## config.mk

```make
export PLATFORM = sky130hd
export DESIGN_NAME = gpio_regfile
export DESIGN_NICKNAME = d
export VERILOG_FILES = /design/src/rtl/gpio_pkg.sv /design/src/rtl/gpio_sync.sv /design/src/rtl/gpio_regfile.sv
export SDC_FILE = /design/constraint.sdc
export NUM_CORES = 1
export LEC_CHECK = 0
export CORE_MARGIN = 1.5
export CORE_UTILIZATION = 40
export DETAILED_ROUTE_END_ITERATION = 8
export GPL_TIMING_DRIVEN = 0
export RECOVER_POWER = 100
export SKIP_LAST_GASP = 1
export SYNTH_ARGS = -nofsm -noshare
export SYNTH_HDL_FRONTEND = slang
export SYNTH_SLANG_ARGS = --single-unit
```

## constraint.sdc

```tcl
create_clock -name clk -period 1.53 [get_ports clk]
set_input_delay 0.3825 -clock clk [delete_from_list [all_inputs] [get_ports clk]]
set_output_delay 0.3825 -clock clk [all_outputs]
set_load 0.05 [all_outputs]
```

## src/rtl/gpio_pkg.sv

```systemverilog
// GPIO register-file shared definitions: register addresses, the widest
// supported pin count, the register-index enumeration and a byte-enable helper.
package gpio_pkg;

  localparam int GPIO_MAX_W = 32;

  localparam logic [2:0] GPIO_ADDR_DATA     = 3'd0;
  localparam logic [2:0] GPIO_ADDR_TRISTATE = 3'd1;
  localparam logic [2:0] GPIO_ADDR_IMASK    = 3'd2;
  localparam logic [2:0] GPIO_ADDR_PINSTATE = 3'd3;
  localparam logic [2:0] GPIO_ADDR_ISTAT    = 3'd4;
  localparam logic [2:0] GPIO_ADDR_IRISE    = 3'd5;
  localparam logic [2:0] GPIO_ADDR_IFALL    = 3'd6;
  localparam logic [2:0] GPIO_ADDR_TOGGLE   = 3'd7;

  typedef enum logic [2:0] {
    GPIO_REG_DATA     = GPIO_ADDR_DATA,
    GPIO_REG_TRISTATE = GPIO_ADDR_TRISTATE,
    GPIO_REG_IMASK    = GPIO_ADDR_IMASK,
    GPIO_REG_PINSTATE = GPIO_ADDR_PINSTATE,
    GPIO_REG_ISTAT    = GPIO_ADDR_ISTAT,
    GPIO_REG_IRISE    = GPIO_ADDR_IRISE,
    GPIO_REG_IFALL    = GPIO_ADDR_IFALL,
    GPIO_REG_TOGGLE   = GPIO_ADDR_TOGGLE
  } gpio_reg_e;

  // Expand the four byte enables into a 32-bit bit mask.
  function automatic logic [GPIO_MAX_W-1:0] gpio_byte_mask(input logic [3:0] wben);
    logic [GPIO_MAX_W-1:0] mask;
    mask = {GPIO_MAX_W{1'b0}};
    for (int i = 0; i < 4; i++) begin
      mask[8*i +: 8] = {8{wben[i]}};
    end
    return mask;
  endfunction

endpackage

```

## src/rtl/gpio_sync.sv

```systemverilog
// Pin input synchroniser chain plus a one-cycle delayed copy used to derive
// per-pin rise/fall strobes. All flops clear to 0 on reset, so a pin held
// high through reset shows up as a rise after release.
module gpio_sync
  import gpio_pkg::*;
#(
  parameter int W      = 16,
  parameter int STAGES = 2
) (
  input  logic         clk,
  input  logic         rst_n,
  input  logic [W-1:0] pin,
  output logic [W-1:0] sync_q,
  output logic [W-1:0] rise,
  output logic [W-1:0] fall
);

  logic [W-1:0] chain_r [STAGES];
  logic [W-1:0] delayed_r;

  // Shift raw pin levels through the synchroniser chain and keep a delayed copy.
  always_ff @(posedge clk or negedge rst_n) begin
    if (!rst_n) begin
      for (int i = 0; i < STAGES; i++) begin
        chain_r[i] <= '0;
      end
      delayed_r <= '0;
    end else begin
      chain_r[0] <= pin;
      for (int i = 1; i < STAGES; i++) begin
        chain_r[i] <= chain_r[i-1];
      end
      delayed_r <= chain_r[STAGES-1];
    end
  end

  assign sync_q = chain_r[STAGES-1];
  assign rise   = sync_q & ~delayed_r;
  assign fall   = ~sync_q & delayed_r;

endmodule

```

## src/rtl/gpio_regfile.sv

```systemverilog
// GPIO register file: data / tristate / interrupt-mask control, synchronised
// pin state, rise/fall edge interrupts with write-1-to-clear status and a
// registered interrupt request.
// Optional macro GPIO_TOGGLE_EN turns address 7 into a write-only TOGGLE
// register; without it address 7 is reserved and no toggle logic exists.
module gpio_regfile
  import gpio_pkg::*;
#(
  parameter int GPIO_W      = 16,
  parameter int SYNC_STAGES = 2
) (
  input  logic              clk,
  input  logic              reset,
  input  logic [4:2]        addr,
  input  logic [3:0]        wben,
  input  logic              r_wn,
  input  logic [31:0]       wdata,
  input  logic [GPIO_W-1:0] ro_gpio_pinstate,
  output logic [31:0]       rdata,
  output logic [GPIO_W-1:0] rf_gpio_datareg,
  output logic [GPIO_W-1:0] rf_gpio_tristate,
  output logic [GPIO_W-1:0] rf_gpio_interrupt_mask,
  output logic              irq
);

  gpio_reg_e reg_sel_s;

  logic [GPIO_MAX_W-1:0] wmask32_s;
  logic [GPIO_MAX_W-1:0] wbits32_s;
  logic [2*GPIO_MAX_W-1:0] wide_unused_s;
  logic [GPIO_W-1:0] wmask_s;
  logic [GPIO_W-1:0] wbits_s;

  logic [GPIO_W-1:0] sync_s, rise_s, fall_s, set_s, clr_s;

  logic [GPIO_W-1:0] data_r, tristate_r, imask_r, istat_r, irise_r, ifall_r;
  logic [GPIO_W-1:0] data_nxt_s, tristate_nxt_s, imask_nxt_s, istat_nxt_s;
  logic [GPIO_W-1:0] irise_nxt_s, ifall_nxt_s;
  logic [31:0]       rd_s;
  logic [31:0]       rdata_r;
  logic              irq_r;

  assign reg_sel_s = gpio_reg_e'(addr);

  // Byte-lane write data is formed at full bus width, then narrowed to the
  // implemented pins; bits at or above GPIO_W are simply dropped.
  assign wmask32_s     = gpio_byte_mask(wben);
  assign wbits32_s     = wdata & wmask32_s;
  assign wmask_s       = wmask32_s[GPIO_W-1:0];
  assign wbits_s       = wbits32_s[GPIO_W-1:0];
  assign wide_unused_s = {wmask32_s, wbits32_s};

  gpio_sync #(
    .W      (GPIO_W),
    .STAGES (SYNC_STAGES)
  ) u_sync (
    .clk    (clk),
    .rst_n  (reset),
    .pin    (ro_gpio_pinstate),
    .sync_q (sync_s),
    .rise   (rise_s),
    .fall   (fall_s)
  );

  // Enabled edges set status; a W1C on the same bit loses to a new set.
  always_comb begin
    set_s = (rise_s & irise_r) | (fall_s & ifall_r);
    if (!r_wn && (reg_sel_s == GPIO_REG_ISTAT)) begin
      clr_s = wbits_s;
    end else begin
      clr_s = '0;
    end
    istat_nxt_s = (istat_r & ~clr_s) | set_s;
  end

  // Byte-masked next-state for the writable control registers.
  always_comb begin
    data_nxt_s     = data_r;
    tristate_nxt_s = tristate_r;
    imask_nxt_s    = imask_r;
    irise_nxt_s    = irise_r;
    ifall_nxt_s    = ifall_r;
    if (!r_wn) begin
      case (reg_sel_s)
        GPIO_REG_DATA:     data_nxt_s     = (data_r     & ~wmask_s) | wbits_s;
        GPIO_REG_TRISTATE: tristate_nxt_s = (tristate_r & ~wmask_s) | wbits_s;
        GPIO_REG_IMASK:    imask_nxt_s    = (imask_r    & ~wmask_s) | wbits_s;
        GPIO_REG_IRISE:    irise_nxt_s    = (irise_r    & ~wmask_s) | wbits_s;
        GPIO_REG_IFALL:    ifall_nxt_s    = (ifall_r    & ~wmask_s) | wbits_s;
`ifdef GPIO_TOGGLE_EN
        GPIO_REG_TOGGLE:   data_nxt_s     = data_r ^ wbits_s;
`endif
        default:           data_nxt_s     = data_r;
      endcase
    end else begin
      data_nxt_s = data_r;
    end
  end

  // Read mux; PINSTATE returns synchronised levels, everything else not
  // listed (including TOGGLE and reserved) reads as zero.
  always_comb begin
    rd_s = 32'h0000_0000;
    case (reg_sel_s)
      GPIO_REG_DATA:     rd_s[GPIO_W-1:0] = data_r;
      GPIO_REG_TRISTATE: rd_s[GPIO_W-1:0] = tristate_r;
      GPIO_REG_IMASK:    rd_s[GPIO_W-1:0] = imask_r;
      GPIO_REG_PINSTATE: rd_s[GPIO_W-1:0] = sync_s;
      GPIO_REG_ISTAT:    rd_s[GPIO_W-1:0] = istat_r;
      GPIO_REG_IRISE:    rd_s[GPIO_W-1:0] = irise_r;
      GPIO_REG_IFALL:    rd_s[GPIO_W-1:0] = ifall_r;
      default:           rd_s             = 32'h0000_0000;
    endcase
  end

  // Register state, read data (held while writing) and the interrupt request.
  always_ff @(posedge clk or negedge reset) begin
    if (!reset) begin
      data_r     <= '0;
      tristate_r <= '0;
      imask_r    <= '0;
      istat_r    <= '0;
      irise_r    <= '0;
      ifall_r    <= '0;
      rdata_r    <= 32'h0000_0000;
      irq_r      <= 1'b0;
    end else begin
      data_r     <= data_nxt_s;
      tristate_r <= tristate_nxt_s;
      imask_r    <= imask_nxt_s;
      istat_r    <= istat_nxt_s;
      irise_r    <= irise_nxt_s;
      ifall_r    <= ifall_nxt_s;
      if (r_wn) begin
        rdata_r <= rd_s;
      end else begin
        rdata_r <= rdata_r;
      end
      irq_r <= |(istat_r & imask_r);
    end
  end

  assign rdata                  = rdata_r;
  assign rf_gpio_datareg        = data_r;
  assign rf_gpio_tristate       = tristate_r;
  assign rf_gpio_interrupt_mask = imask_r;
  assign irq                    = irq_r;

endmodule

```

==> impl_results.md, run 1 <==
* Num ports at 139
* Hold crit path type: reg -> reg
* Diode count at 0
* Setup slack, reg-to-reg at 0.13 ns
* Netlist Area Pre-Place at 6760 sq um
* Fin crit share at 98.4%
* Post-Syn Area per Cell at 12.9 sq um
* Cell Rows at 47
* Final setup fails at 0
* RePlAce Congestion at 0.847
* Async SR Flop Fraction at 100%
* Final #Nets at 727
* Number of max-cap violations at 0
* CTS tree: built
* Clock Tree Buf Depth at 2
* Fmax at 664 MHz
* Post-route ant nets at 0
* Slew @ Worst Pin at 0.626 ns
* Simple-gate area share of the yosys netlist at 7.88%
* Root Buffer: clkbuf_16
* Post-Synth Adder-Cell Area at 0%
* Total Wirelength at 18800 microns
* Arrival time at the worst endpoint at 1.12 ns
* Ys Warns at 0
* Core area at 16500 sq um
* Vias per cell at 5.33
* Maximum VDD drop at 0.830 mV
* Slowest cell on the critical path: dfrtp_1
* First-pass GRT wire length at 28900 microns
* Vias in the first global route at 4940
* Die W at 133 microns
* Chip Height at 133 microns
* Final min period at 1.51 ns
* Delay of the slowest critical-path stage at 0.41 ns
* LEAKAGE at 3.95 nW
* IO buf count at 103
* Critical Path Source Type: flip-flop
* Initial DRC Count at 321
* Most frequent cells in the layout: dfrtp_1 (159), mux2_2 (74), buf_2 (51)
* GRT Total Usage at 22.2%
* Fin. max-slew vios at 0
* DP HPWL at 12600 microns
* Post-DR wirelength/cell at 20.8 microns
* Die area at 17700 sq um
* Post-synth top area cell: dfrtp_1
* Unrepaired setup endpoints after global routing: yes
* TNS Setup at 0 ns
* 1st-pass router iterations at 5
* Synth Area in Compound Gates at 11.5%
* Synth Area in XOR/XNOR at 0%
* # H-tree levels at 4
* Power density cells at 1500 nW/um^2
* Worst EP required at 1.15 ns
* Post-synth top area share at 59.6%
* Hold Vio Cnt, Final at 0
* CTS sink cnt at 161
* GRT Residual Overflow at 0
* Layout Skew at 0.00848 ns
* Status: complete, no violations
* Cts bufs inserted at 17
* Largest net degree at the start of global routing at 122
* Placed Cells at 862
* Delay-heaviest family, CP: flip-flops
* Initial Utilization at 40.9%
* Area contributors post-synth: dfrtp_1 (60%), mux2_2 (12%), mux2i_1 (3.1%), o21ai_0 (3.0%), nand2_1 (2.6%)
* CP endpoint kind: primary output
* CTS clk-pin slew, worst paths at 0.06 ns
* Syn-to-layout area delta at 29.1%
* Largest family of logic cells by synthesized area: multiplexers
* Critical-path cell list: buf_2
* Commonest non-fill, non-tap cell in the layout: dfrtp_1
* CP Class: reg -> out
* Worst Path Max Fanout at 3
* Layout cell share with drive strength beyond 1 at 36.4%
* Slew headroom at 58.3%
* Count of cell types in the netlist at 41
* Seq/Total Area, Yosys at 59.6%
* Synth Register Bits at 161
* Clk_lat worst skew at 0.43 ns
* Layout Cells excl Fill at 902
* CP bufs+invs at 1
* Drt drc at 0
* Via count at 4807
* Post-Syn Instances at 523
* Main synth FF type: dfrtp_1
* Post-synth EDFFs at 0
* Mux contribution to synthesized area at 16.9%
* Initial antenna violation count at 0
## cells in the mapped netlist, types with 5 or more instances
cell type,count
o2bb2ai_1,11
clkbuf_1,6
nor2b_1,5
nand2_1,46
mux2i_1,21
a22o_1,7
dfrtp_1,161
buf_2,8
inv_1,18
o211ai_1,16
a221oi_1,5
buf_4,18
o21ai_0,41
nand3b_1,17
mux2_2,74
nor2_1,8
a222oi_1,8
a21oi_1,6
a22oi_1,11
## final cells by class
class	instances	area [sq um]
fill	1461	7790
clock inverter	13	136
timing repair buffer	113	897
sequential	161	4030
clock buffer	19	453
multi-input combinational	326	2620
tap	220	275
inverter	18	71.3
buffer	32	244
## routing by layer
layer | part of all wire, % | track usage [%] | vias up | wire length, microns
met5 | 0 | 0 | - | 0
met4 | 2.5 | 9.10 | 0 | 468
met3 | 5.7 | 4.83 | 31 | 1070
met2 | 48 | 36.3 | 180 | 9060
met1 | 44 | 28.7 | 2423 | 8210
li1 | - | - | 2173 | -
## report_power, final
group	total (mW)	switching, mW	internal, mW
clock	4.20	1.72	2.48
sequential	5.57	0.623	4.94
combinational	3.36	2.21	1.15
## path summary, 6_finish.rpt
path / from / endpoint / cells past startpoint
worst max-delay path: flip-flop / rf_gpio_datareg[14] / 1
worst min register to register: u_sync.chain_r[29]$_DFF_PN0_ / u_sync.sync_q[13]$_DFF_PN0_ / 0
worst min-delay path: u_sync.chain_r[29]$_DFF_PN0_ / u_sync.sync_q[13]$_DFF_PN0_ / 0
max in group asynchronous: reset / asynchronous set/reset pin / 3
min in group asynchronous: reset / u_sync.sync_q[13]$_DFF_PN0_ / 2
worst max register to register: flip-flop / irq$_DFF_PN0_ / 3
## cell families (layout without fill, tap and decap cells)
group | count (synthesis) | count (layout)
multiplexers | 101 | 101
other | 1 | 16
flip-flops | 161 | 161
AO/OA/AOI/OAI | 112 | 112
buffers and inverters | 51 | 195
AND/OR/NAND/NOR | 97 | 97
## what timing repair did
item,CTS,global route
endpoints found under the hold margin,40,0
resized for setup,370,30
hold buffers,1,0
setup buffers,6,2
setup endpoints to repair,178,79
pin swaps,5,0
## metrics by stage
step           util [%]  setup WS (ns)  total power, mW  area, sq um  hold WS, ns
3_5_place_dp       49.4          -1.08             9.24         8170        0.282
2_1_floorplan         -         0.0396             7.82         6830       0.0869
6_report           52.8         0.0244             13.1         8730        0.346
4_1_cts            52.4        -0.0445             13.2         8650        0.348
5_1_grt            52.8        -0.0316             13.7         8730        0.351
3_3_place_gp       49.2          -6.37             9.17         8130        0.331
No activity file was read; power rests on OpenSTA's default activity.
==> run 2: changes to the inputs <==
CAP_MARGIN = 5   (was not set)
==> results of run 2 <==
Final layout, timing and power as in run 1 (identical DEF).
